## src/rtl/seq_multiplier_n.sv

```systemverilog
// seq_multiplier_n: serial shift-add multiplier, WIDTH-bit signed operand in B
// times WIDTH-bit operand S, 2*WIDTH-bit product left in {A,B} with sign bit X.
// Optional build macro SEQMULT_UNSIGNED_MODE_EN adds a Signed_Mode input that
// selects unsigned operation when low (sampled once, in CLEAR).
//
// Handshake: Run and ClearA_LoadB are active-low button levels. A low Run in
// IDLE starts exactly one operation; the FSM parks in DONE until Run is seen
// high again, so a held button never launches a second multiplication.
// Busy/Done are registered from the next state, so they track the state the
// FSM is entering on each edge.
module seq_multiplier_n #(
  parameter int WIDTH = 8
) (
  input  logic             Clk,
  input  logic             Reset,
  input  logic             ClearA_LoadB,
  input  logic             Run,
  input  logic [WIDTH-1:0] S,
`ifdef SEQMULT_UNSIGNED_MODE_EN
  input  logic             Signed_Mode,
`endif
  output logic [WIDTH-1:0] Aval,
  output logic [WIDTH-1:0] Bval,
  output logic             X,
  output logic             Busy,
  output logic             Done
);

  localparam int CW = $clog2(WIDTH + 1);

  typedef enum logic [2:0] {
    ST_IDLE  = 3'd0,
    ST_CLEAR = 3'd1,
    ST_ADD   = 3'd2,
    ST_SHIFT = 3'd3,
    ST_DONE  = 3'd4
  } state_t;

  state_t           state_q;
  state_t           state_d;
  logic [WIDTH-1:0] a_q;
  logic [WIDTH-1:0] b_q;
  logic             x_q;
  logic [CW-1:0]    cnt_q;
  logic [CW-1:0]    cnt_inc;
  logic             busy_q;
  logic             done_q;
  logic             busy_d;
  logic             done_d;
  logic             signed_op;
  logic [WIDTH:0]   a_ext;
  logic [WIDTH:0]   s_ext;
  logic [WIDTH:0]   sum;

  assign cnt_inc = cnt_q + 1'b1;

`ifdef SEQMULT_UNSIGNED_MODE_EN
  logic mode_q;

  // Operation mode is latched in CLEAR and held for the whole multiplication.
  always_ff @(posedge Clk) begin
    if (!Reset) begin
      mode_q <= 1'b1;
    end else if (state_q == ST_CLEAR) begin
      mode_q <= Signed_Mode;
    end
  end

  assign signed_op = mode_q;
`else
  assign signed_op = 1'b1;
`endif

  // State register; reset aborts any operation in progress.
  always_ff @(posedge Clk) begin
    if (!Reset) begin
      state_q <= ST_IDLE;
    end else begin
      state_q <= state_d;
    end
  end

  // Next-state logic; load has priority over Run in IDLE.
  always_comb begin
    state_d = state_q;
    case (state_q)
      ST_IDLE:  if (ClearA_LoadB && !Run) state_d = ST_CLEAR;
      ST_CLEAR: state_d = ST_ADD;
      ST_ADD:   state_d = ST_SHIFT;
      ST_SHIFT: state_d = (cnt_inc == CW'(WIDTH)) ? ST_DONE : ST_ADD;
      ST_DONE:  if (Run) state_d = ST_IDLE;
      default:  state_d = ST_IDLE;
    endcase
  end

  // Status outputs decoded from the state being entered.
  always_comb begin
    busy_d = (state_d == ST_CLEAR) || (state_d == ST_ADD) || (state_d == ST_SHIFT);
    done_d = (state_d == ST_DONE);
  end

  // Status output registers.
  always_ff @(posedge Clk) begin
    if (!Reset) begin
      busy_q <= 1'b0;
      done_q <= 1'b0;
    end else begin
      busy_q <= busy_d;
      done_q <= done_d;
    end
  end

  // Partial-product add; the last step subtracts because B's MSB carries
  // negative weight in two's complement.
  always_comb begin
    a_ext = signed_op ? {a_q[WIDTH-1], a_q} : {1'b0, a_q};
    s_ext = signed_op ? {S[WIDTH-1], S} : {1'b0, S};
    if (!b_q[0]) begin
      sum = a_ext;
    end else if (signed_op && (cnt_q == CW'(WIDTH - 1))) begin
      sum = a_ext - s_ext;
    end else begin
      sum = a_ext + s_ext;
    end
  end

  // Datapath registers A, B, X and the bit counter.
  always_ff @(posedge Clk) begin
    if (!Reset) begin
      a_q   <= '0;
      b_q   <= '0;
      x_q   <= 1'b0;
      cnt_q <= '0;
    end else begin
      case (state_q)
        ST_IDLE: begin
          if (!ClearA_LoadB) begin
            b_q <= S;
            a_q <= '0;
            x_q <= 1'b0;
          end
        end
        ST_CLEAR: begin
          a_q   <= '0;
          x_q   <= 1'b0;
          cnt_q <= '0;
        end
        ST_ADD: begin
          a_q <= sum[WIDTH-1:0];
          x_q <= sum[WIDTH];
        end
        ST_SHIFT: begin
          a_q   <= {x_q, a_q[WIDTH-1:1]};
          b_q   <= {a_q[0], b_q[WIDTH-1:1]};
          x_q   <= signed_op ? x_q : 1'b0;
          cnt_q <= cnt_inc;
        end
        default: ;
      endcase
    end
  end

  assign Aval = a_q;
  assign Bval = b_q;
  assign X    = x_q;
  assign Busy = busy_q;
  assign Done = done_q;

endmodule

```

## config.mk

```make
export PLATFORM = sky130hd
export DESIGN_NAME = seq_multiplier_n
export DESIGN_NICKNAME = d
export VERILOG_FILES = /design/src/rtl/seq_multiplier_n.sv
export SDC_FILE = /design/constraint.sdc
export NUM_CORES = 1
export LEC_CHECK = 0
export ABC_AREA = 0
export BUFFER_PORTS_ARGS = -buffer_cell sky130_fd_sc_hd__buf_2
export CORE_MARGIN = 5
export CORE_UTILIZATION = 55
export CTS_CLUSTER_DIAMETER = 30
export DETAILED_ROUTE_END_ITERATION = 6
export PLACE_DENSITY = 0.8
export SYNTH_ARGS = -nofsm -noshare
export SYNTH_HDL_FRONTEND = slang
export SYNTH_SLANG_ARGS = --single-unit
```

## constraint.sdc

```tcl
create_clock -name Clk -period 3.8 [get_ports Clk]
set_input_delay 0.19 -clock Clk [delete_from_list [all_inputs] [get_ports Clk]]
set_output_delay 0.19 -clock Clk [all_outputs]
set_load 0.02 [all_outputs]
```

==> reports/metrics.yaml, run 1 <==
pwr:
  power.density_nw_per_um2: 338
  seqPwrFrac_pct: 47.3
  clock_power_share_pct: 30.8
  p_sw_uw: 188
  swShare_pct: 29.5
  p_comb_share_pct: 21.9
  peakVddDrop_mv: 0.176
  p_leak_nw: 0.824
  internal_power_uw: 447
setup_path:
  reg2regPathDepth: 10
  worstPathCellList: "ha_1, and3b_1, mux2i_1, ha_1, nor2b_1, o21a_1, o21ai_0, mux2i_1, nor4_1, nor3_1"
  startpoint_type: "flop"
  critical_path_class: "flop to flop"
  max_stage_delay_ps: 420
  r2r-end: "Aval[5]$_SDFFE_PN0P_"
  endpoint_kind: "flop"
  worstReg2RegStart: "cnt_q[0]$_SDFFE_PN0P_"
  worstPathArrival_ps: 3060
  crit_required_ps: 4000
  crit_slowest_cell: "dfxtp_1"
  crit_fanout: 9
  cpLargestDelayFamily: "simple AND/OR/NAND/NOR gates"
  ff2ff_setup_slack_ps: 940
  cp.buffers_inverters: 0
floorplan:
  dieWidth_um: 65.4
  dieArea_um2: 4280
  start_util_pct: 56.3
  die_h_um: 65.4
  row_count: 20
  coreArea_um2: 3000
  num_io_pins: 31
synthesis:
  synth_async_sr_flop_share_pct: 0
  ys_seq_elements: 26
  synth-edff-count: 0
  avgSynthCellArea_um2: 8.17
  synth_area_leader_cell: "dfxtp_1"
  syn-instance-count: 207
  syn_nets: 230
  ys_types: 46
  synth_area_leaders: "dfxtp_1, ha_1, nor2_1, xnor2_1, a21oi_1"
  synth_top_area_share_pct: 30.8
  ys_seq_area_share_pct: 30.8
  ys.flop_type: "dfxtp_1"
  ys.warnings.count: 0
  synth_area_um2: 1690
min_path:
  hold_start: "S[4]"
  min_path_cells: 3
  holdCritPathClass: "input port to flop"
  holdPathEnd: "Bval[4]$_SDFFE_PN0P_"
placed_design:
  portBuffers: 30
  dp_hpwl_um: 2860
  dp_slack_ps: 981
  gp_congestion: 0.899
grt:
  globalRouteOverflowTotal: 0
  grt_use_met2_pct: 29.8
  met3_usage_pct: 3.08
  antenna_found_initial: 0
  grt_pass1_vias: 1456
  grt_max_degree: 23
  grt_usage_pct: 18.5
  grt_pass1_wl_um: 6470
  grt_util_met1_pct: 25.5
  busiest_layer: "met2"
clock_tree:
  clock_sinks: 26
  post_cts_buffers: 0
  cts_tree: "done"
  clk_path_buf_depth: 2
  numCtsBuffers: 3
  postCtsHoldBufs: 0
  cts_repair_resize_count: 0
  clk_pin_slew_ps: 150
  ctsRootBufferMaster: "clkbuf_4"
  htree_levels: 1
  clkLatencyLatePin_ps: 330
finish:
  layout-drive-gt1-share_pct: 16.0
  diodes: 0
  fill_cells: 274
  fin_nets: 255
  syn2layout_area_growth_pct: 11.3
timing:
  fin_skew_ps: 4.03
  finalMaxSlewViolations: 0
  period_needed_ps: 2860
  rsz0062_at_grt: "false"
  hold_violations: 0
  finalCritPeriodShare_pct: 75.2
  worst_pin_slew_ps: 738
  worst_slack_ps: 941
  max_freq_mhz: 350
  worst_slew_margin_rel_pct: 50.7
  setup_viol: 0
  setup_tns_ps: 0
routing:
  drt-initial-drc-count: 107
  totalWireLength_um: 3810
  post-route-drc-count: 0
  ant_nets: 0
  detail_route.wl_per_cell_um: 14.4
  num_vias: 1586
  viasPerCell: 6.01
  first_pass_iters: 4
flow_run:
  drv_cap: 0
status:
  status: "complete, no violations"
## flip-flops by register name, indices dropped and copies added, names as in the netlist
register,count
Aval,8
Bval,8
cnt_q,4
state_q,3
Busy,1
Done,1
X,1
## cell type report
class | instances | area [um^2] | area share, %
flip-flops and latches | 26 | 520 | 27.7
clock inverters | 1 | 30.0 | 1.60
repair buffers | 30 | 150 | 7.98
well taps | 33 | 41.3 | 2.20
multi-input cells | 162 | 1080 | 57.6
inverters | 9 | 33.8 | 1.80
clock buffers | 3 | 22.5 | 1.20
## worst register-to-register path, delay by kind of cell, from the launching register on
kind	cells	cell delay [ps]
compound gates	2	480
fa+ha+maj	2	500
flops	1	420
mux	2	470
simple gates	4	860
## cell usage in the layout (no fill, tap or decap), types with 5 or more instances in the layout
master and instances:
buf_2 30, nor2_1 28, dfxtp_1 26, nand2_1 20
a21oi_1 16, xnor2_1 10, ha_1 10, inv_1 9
mux2i_1 7, nand3_1 6, a311oi_1 5, a222oi_1 5
## routing by layer
| layer | wire, um | vias to the layer above |
|---|---|---|
| met5 | 0 | - |
| met4 | 24 | 0 |
| met3 | 174 | 4 |
| met2 | 1790 | 35 |
| met1 | 1820 | 740 |
| li1 | - | 807 |
## synthesized netlist by cell type, types with 5 or more instances
cell and count:
nor2_1 28, dfxtp_1 26, nand2_1 20, a21oi_1 16, ha_1 10, xnor2_1 10
inv_1 9, mux2i_1 7, nand3_1 6, a222oi_1 5, a311oi_1 5
## worst max-delay path by stage
stage / start / end / slack [ps] / depth (start not counted)
5_1_grt: cnt_q[0]$_SDFFE_PN0P_ / Aval[5]$_SDFFE_PN0P_ / 760 / 10
2_1_floorplan: cnt_q[0]$_SDFFE_PN0P_ / X$_SDFFE_PN0P_ / 1190 / 13
3_5_place_dp: cnt_q[0]$_SDFFE_PN0P_ / Aval[5]$_SDFFE_PN0P_ / 980 / 10
3_3_place_gp: cnt_q[0]$_SDFFE_PN0P_ / Aval[5]$_SDFFE_PN0P_ / 1030 / 10
6_report: cnt_q[0]$_SDFFE_PN0P_ / Aval[5]$_SDFFE_PN0P_ / 940 / 10
4_1_cts: cnt_q[0]$_SDFFE_PN0P_ / Aval[5]$_SDFFE_PN0P_ / 950 / 10
## cells by family (layout without fill, tap and decap cells)
family | Yosys count | in the layout | share of synthesized area (%)
AO/OA/AOI/OAI | 48 | 48 | 19.8
XOR/XNOR | 12 | 12 | 6.22
adder cells (fa/ha/maj) | 11 | 11 | 8.59
buffers and inverters | 19 | 43 | 5.18
flip-flops | 26 | 26 | 30.8
multiplexers | 7 | 7 | 4.15
AND/OR/NAND/NOR | 84 | 84 | 25.3
## power groups by stage
| stage | logic [mW] | clock network (mW) | registers, mW |
|---|---|---|---|
| detailed placement | 0.138 | 0 | 0.306 |
| floorplan | 0.0885 | 0 | 0.317 |
| global route | 0.154 | 0.210 | 0.303 |
| CTS | 0.139 | 0.201 | 0.300 |
| finish | 0.139 | 0.195 | 0.301 |
| global placement | 0.136 | 0 | 0.307 |
## through the flow
stage | utilization [%] | total power [mW] | instances | hold slack [ps] | cell area (um^2)
2_1_floorplan | - | 0.405 | 207 | 318 | 1690
3_3_place_gp | 60.9 | 0.443 | 260 | 478 | 1830
3_5_place_dp | 60.9 | 0.444 | 260 | 485 | 1830
4_1_cts | 62.6 | 0.640 | 264 | 145 | 1880
5_1_grt | 62.6 | 0.668 | 264 | 145 | 1880
6_report | 62.6 | 0.635 | 264 | 154 | 1880
No activity file was read; power rests on OpenSTA's default activity.
==> run 2, diff against run 1 <==
- ABC_AREA: 0 -> 1
- CORE_UTILIZATION: 55 -> 50
- PLACE_DENSITY: 0.8 -> 0.77
- clock period: 3.8 -> 2.4 ns (I/O delays scaled with it)
==> reports/metrics.yaml, run 2 <==
status:
  status: "complete, no violations"
synthesis:
  syn_nets: 268  # +17%
  ys.flop_type: "dfxtp_1"
  ys.warnings.count: 0  # unchanged
  syn-instance-count: 245  # +18%
  ys_seq_elements: 26  # unchanged
  synth_area_leader_cell: "dfxtp_1"
  synth_area_um2: 1670  # -1.0%
  yosys-top-cells-count: "nand2_1, inv_1, dfxtp_1"
  ys_types: 34  # -26%
  yosysMostFrequentCell: "nand2_1"
  synth-edff-count: 0  # unchanged
  synth_area_leaders: "dfxtp_1, nand2_1, ha_1, inv_1, a21oi_1"
  synth_top_area_share_pct: 31.1  # +0.32 points
  synth_async_sr_flop_share_pct: 0  # unchanged
  avgSynthCellArea_um2: 6.83  # -16%
  ys_seq_area_share_pct: 31.1  # +0.32 points
timing:
  whs_ps: 60.0  # -94.5 ps
  max_freq_mhz: 435  # +24%
  finalMaxSlewViolations: 0  # unchanged
  worst_slew_margin_rel_pct: 62.4  # +12 points
  period_needed_ps: 2300  # -561 ps
  hold_violations: 0  # unchanged
  setup_viol: 0  # unchanged
  fin_skew_ps: 4.01  # -0.0257 ps
  rsz0062_at_grt: "true"
  worst_pin_slew_ps: 563  # -175 ps
  finalCritPeriodShare_pct: 95.7  # +20 points
floorplan:
  die_h_um: 67.8  # +3.7%
  dieWidth_um: 67.8  # +3.7%
  start_util_pct: 50.9  # -5.4 points
  num_io_pins: 31  # unchanged
  coreArea_um2: 3280  # +9.4%
  row_count: 21  # +5.0%
  dieArea_um2: 4600  # +7.5%
routing:
  ant_nets: 0  # unchanged
  viasPerCell: 5.24  # -13%
  first_pass_iters: 4  # unchanged
  totalWireLength_um: 4170  # +9.4%
  drt-initial-drc-count: 107  # unchanged
  detail_route.wl_per_cell_um: 12.9  # -11%
  post-route-drc-count: 0  # unchanged
  num_vias: 1694  # +6.8%
setup_path:
  critical_path_class: "flop to flop"
  crit_required_ps: 2690  # -1310 ps
  r2r-end: "X$_SDFFE_PN0P_"
  crit_slowest_cell: "dfxtp_4"
  reg2regPathDepth: 19  # +9
  endpoint_kind: "flop"
  max_stage_delay_ps: 400  # -20 ps
  worstPathCellList: "ha_4, nand2_4, nor2_4, inv_2, o31ai_4, xor2_1, inv_1, ha_4, nand2_2, inv_1, a21oi_2, nand2_2, inv_2, nand2_2, nand3_2, nand2_1, nand2_1, nand2_1, a21oi_2"
  worstReg2RegStart: "cnt_q[1]$_SDFFE_PN0P_"
  startpoint_type: "flop"
  worstPathArrival_ps: 2590  # -470 ps
  crit_fanout: 8  # -1
  ff2ff_setup_slack_ps: 100  # -840 ps
finish:
  final_area_um2: 2060  # +9.3%
  final_common_cell: "nand2_1"
  fin_nets: 301  # +18%
  fill_cells: 304  # +11%
  syn2layout_area_growth_pct: 22.9
  seqCellArea_um2: 526  # +0.96%
  diodes: 0  # unchanged
  final_cells: 323  # +22%
  multiInputGateArea_um2: 1110  # +2.8%
  layout-drive-gt1-share_pct: 26.4  # +10 points
  most-common-layout-cells: "nand2_1, buf_2, inv_1"
  fin_util_pct: 62.6  # about the same
min_path:
  min_path_cells: 3  # unchanged
  holdPathEnd: "Bval[1]$_SDFFE_PN0P_"
  hold_start: "S[1]"
  holdCritPathClass: "input port to flop"
pwr:
  p_leak_nw: 0.950  # +15%
  peakVddDrop_mv: 0.323  # +84%
  power.density_nw_per_um2: 523  # +55%
clock_tree:
  numCtsBuffers: 3  # unchanged
  cts_tree: "done"
  clk_path_buf_depth: 2  # unchanged
  htree_levels: 1  # unchanged
  clock_sinks: 26  # unchanged
  clkLatencyLatePin_ps: 340  # about the same
  ctsRootBufferMaster: "clkbuf_4"
  clk_pin_slew_ps: 160  # about the same
grt:
  grt_max_degree: 21  # -8.7%
  grt_pass1_wl_um: 6920  # +6.9%
  grt_pass1_vias: 1487  # +2.1%
  grt_usage_pct: 19.7  # +1.2 points
  antenna_found_initial: 0  # unchanged
  globalRouteOverflowTotal: 0  # unchanged
placed_design:
  dp_hpwl_um: 2930  # +2.7%
  placed_area_um2: 1870  # +2.1%
  portBuffers: 30  # unchanged
  dp.cells: 318  # +22%
  gp_congestion: 0.869  # -3.3%
flow_run:
  drv_cap: 0  # unchanged
-- run 2: how the worst max path moves through the flow --
stage | from | endpoint | slack [ps] | depth (start not counted)
floorplan | cnt_q[0]$_SDFFE_PN0P_ | X$_SDFFE_PN0P_ | 160 | 18
global placement | cnt_q[0]$_SDFFE_PN0P_ | Aval[6]$_SDFFE_PN0P_ | 20 | 15
detailed placement | cnt_q[0]$_SDFFE_PN0P_ | Aval[6]$_SDFFE_PN0P_ | -10 | 15
CTS | cnt_q[1]$_SDFFE_PN0P_ | X$_SDFFE_PN0P_ | 20 | 19
global route | cnt_q[1]$_SDFFE_PN0P_ | X$_SDFFE_PN0P_ | -80 | 19
finish | cnt_q[1]$_SDFFE_PN0P_ | X$_SDFFE_PN0P_ | 100 | 19
-- run 2: repair_timing --
action	CTS	global route
setup endpoints to repair	3	4
pin swaps	2	10
setup buffers	1	0
gates resized for setup	4	24
hold buffers	0	0
-- run 2: critical path, delay by kind of cell (launching register included) --
| kind | cells | cell delay (ps) |
|---|---|---|
| AOI/OAI and AO/OA | 3 | 320 |
| xor gates and xnor gates | 1 | 180 |
| adders and majority gates | 2 | 380 |
| buffers and inverters | 4 | 290 |
| DFF | 1 | 400 |
| and+or+nand+nor | 9 | 670 |
-- run 2: metrics by stage --
stage	TNS (ps)	total power [mW]	worst slack, ps
4_1_cts	0	1.06	23.4
3_5_place_dp	-13.1	0.744	-13.1
6_report	0	1.08	102
5_1_grt	-120	1.13	-75.7
2_1_floorplan	0	0.671	160
3_3_place_gp	0	0.741	17.6
-- run 2: cell type report --
cell class	instances	share of cell area [%]
Multi-Input combinational cell	179	54.1
Sequential cell	26	25.6
Timing Repair Buffer	34	8.76
Inverter	34	6.21
Tap cell	46	2.80
Clock inverter	1	1.46
Clock buffer	3	1.10
-- run 2: layer usage --
layer  track usage [%]  part of all wire [%]
met5                 0                     0
met4              5.96                  0.89
met3              2.46                   7.7
met2              31.5                    46
met1              27.7                    45
-- run 2: kinds of logic after synthesis --
| group | after synthesis | synth area share [%] |
|---|---|---|
| buf+inv | 40 | 9.80 |
| xor+xnor | 8 | 4.19 |
| compound gates | 53 | 18.6 |
| flops | 26 | 31.1 |
| fa+ha+maj | 11 | 8.68 |
| simple gates | 107 | 27.6 |
-- run 2: power by group --
part           switching (mW)  internal (mW)  total (mW)
Sequential             0.0243          0.458       0.483
Clock                   0.153          0.169       0.322
Combinational           0.175         0.0956       0.271
Total                   0.353          0.723        1.08
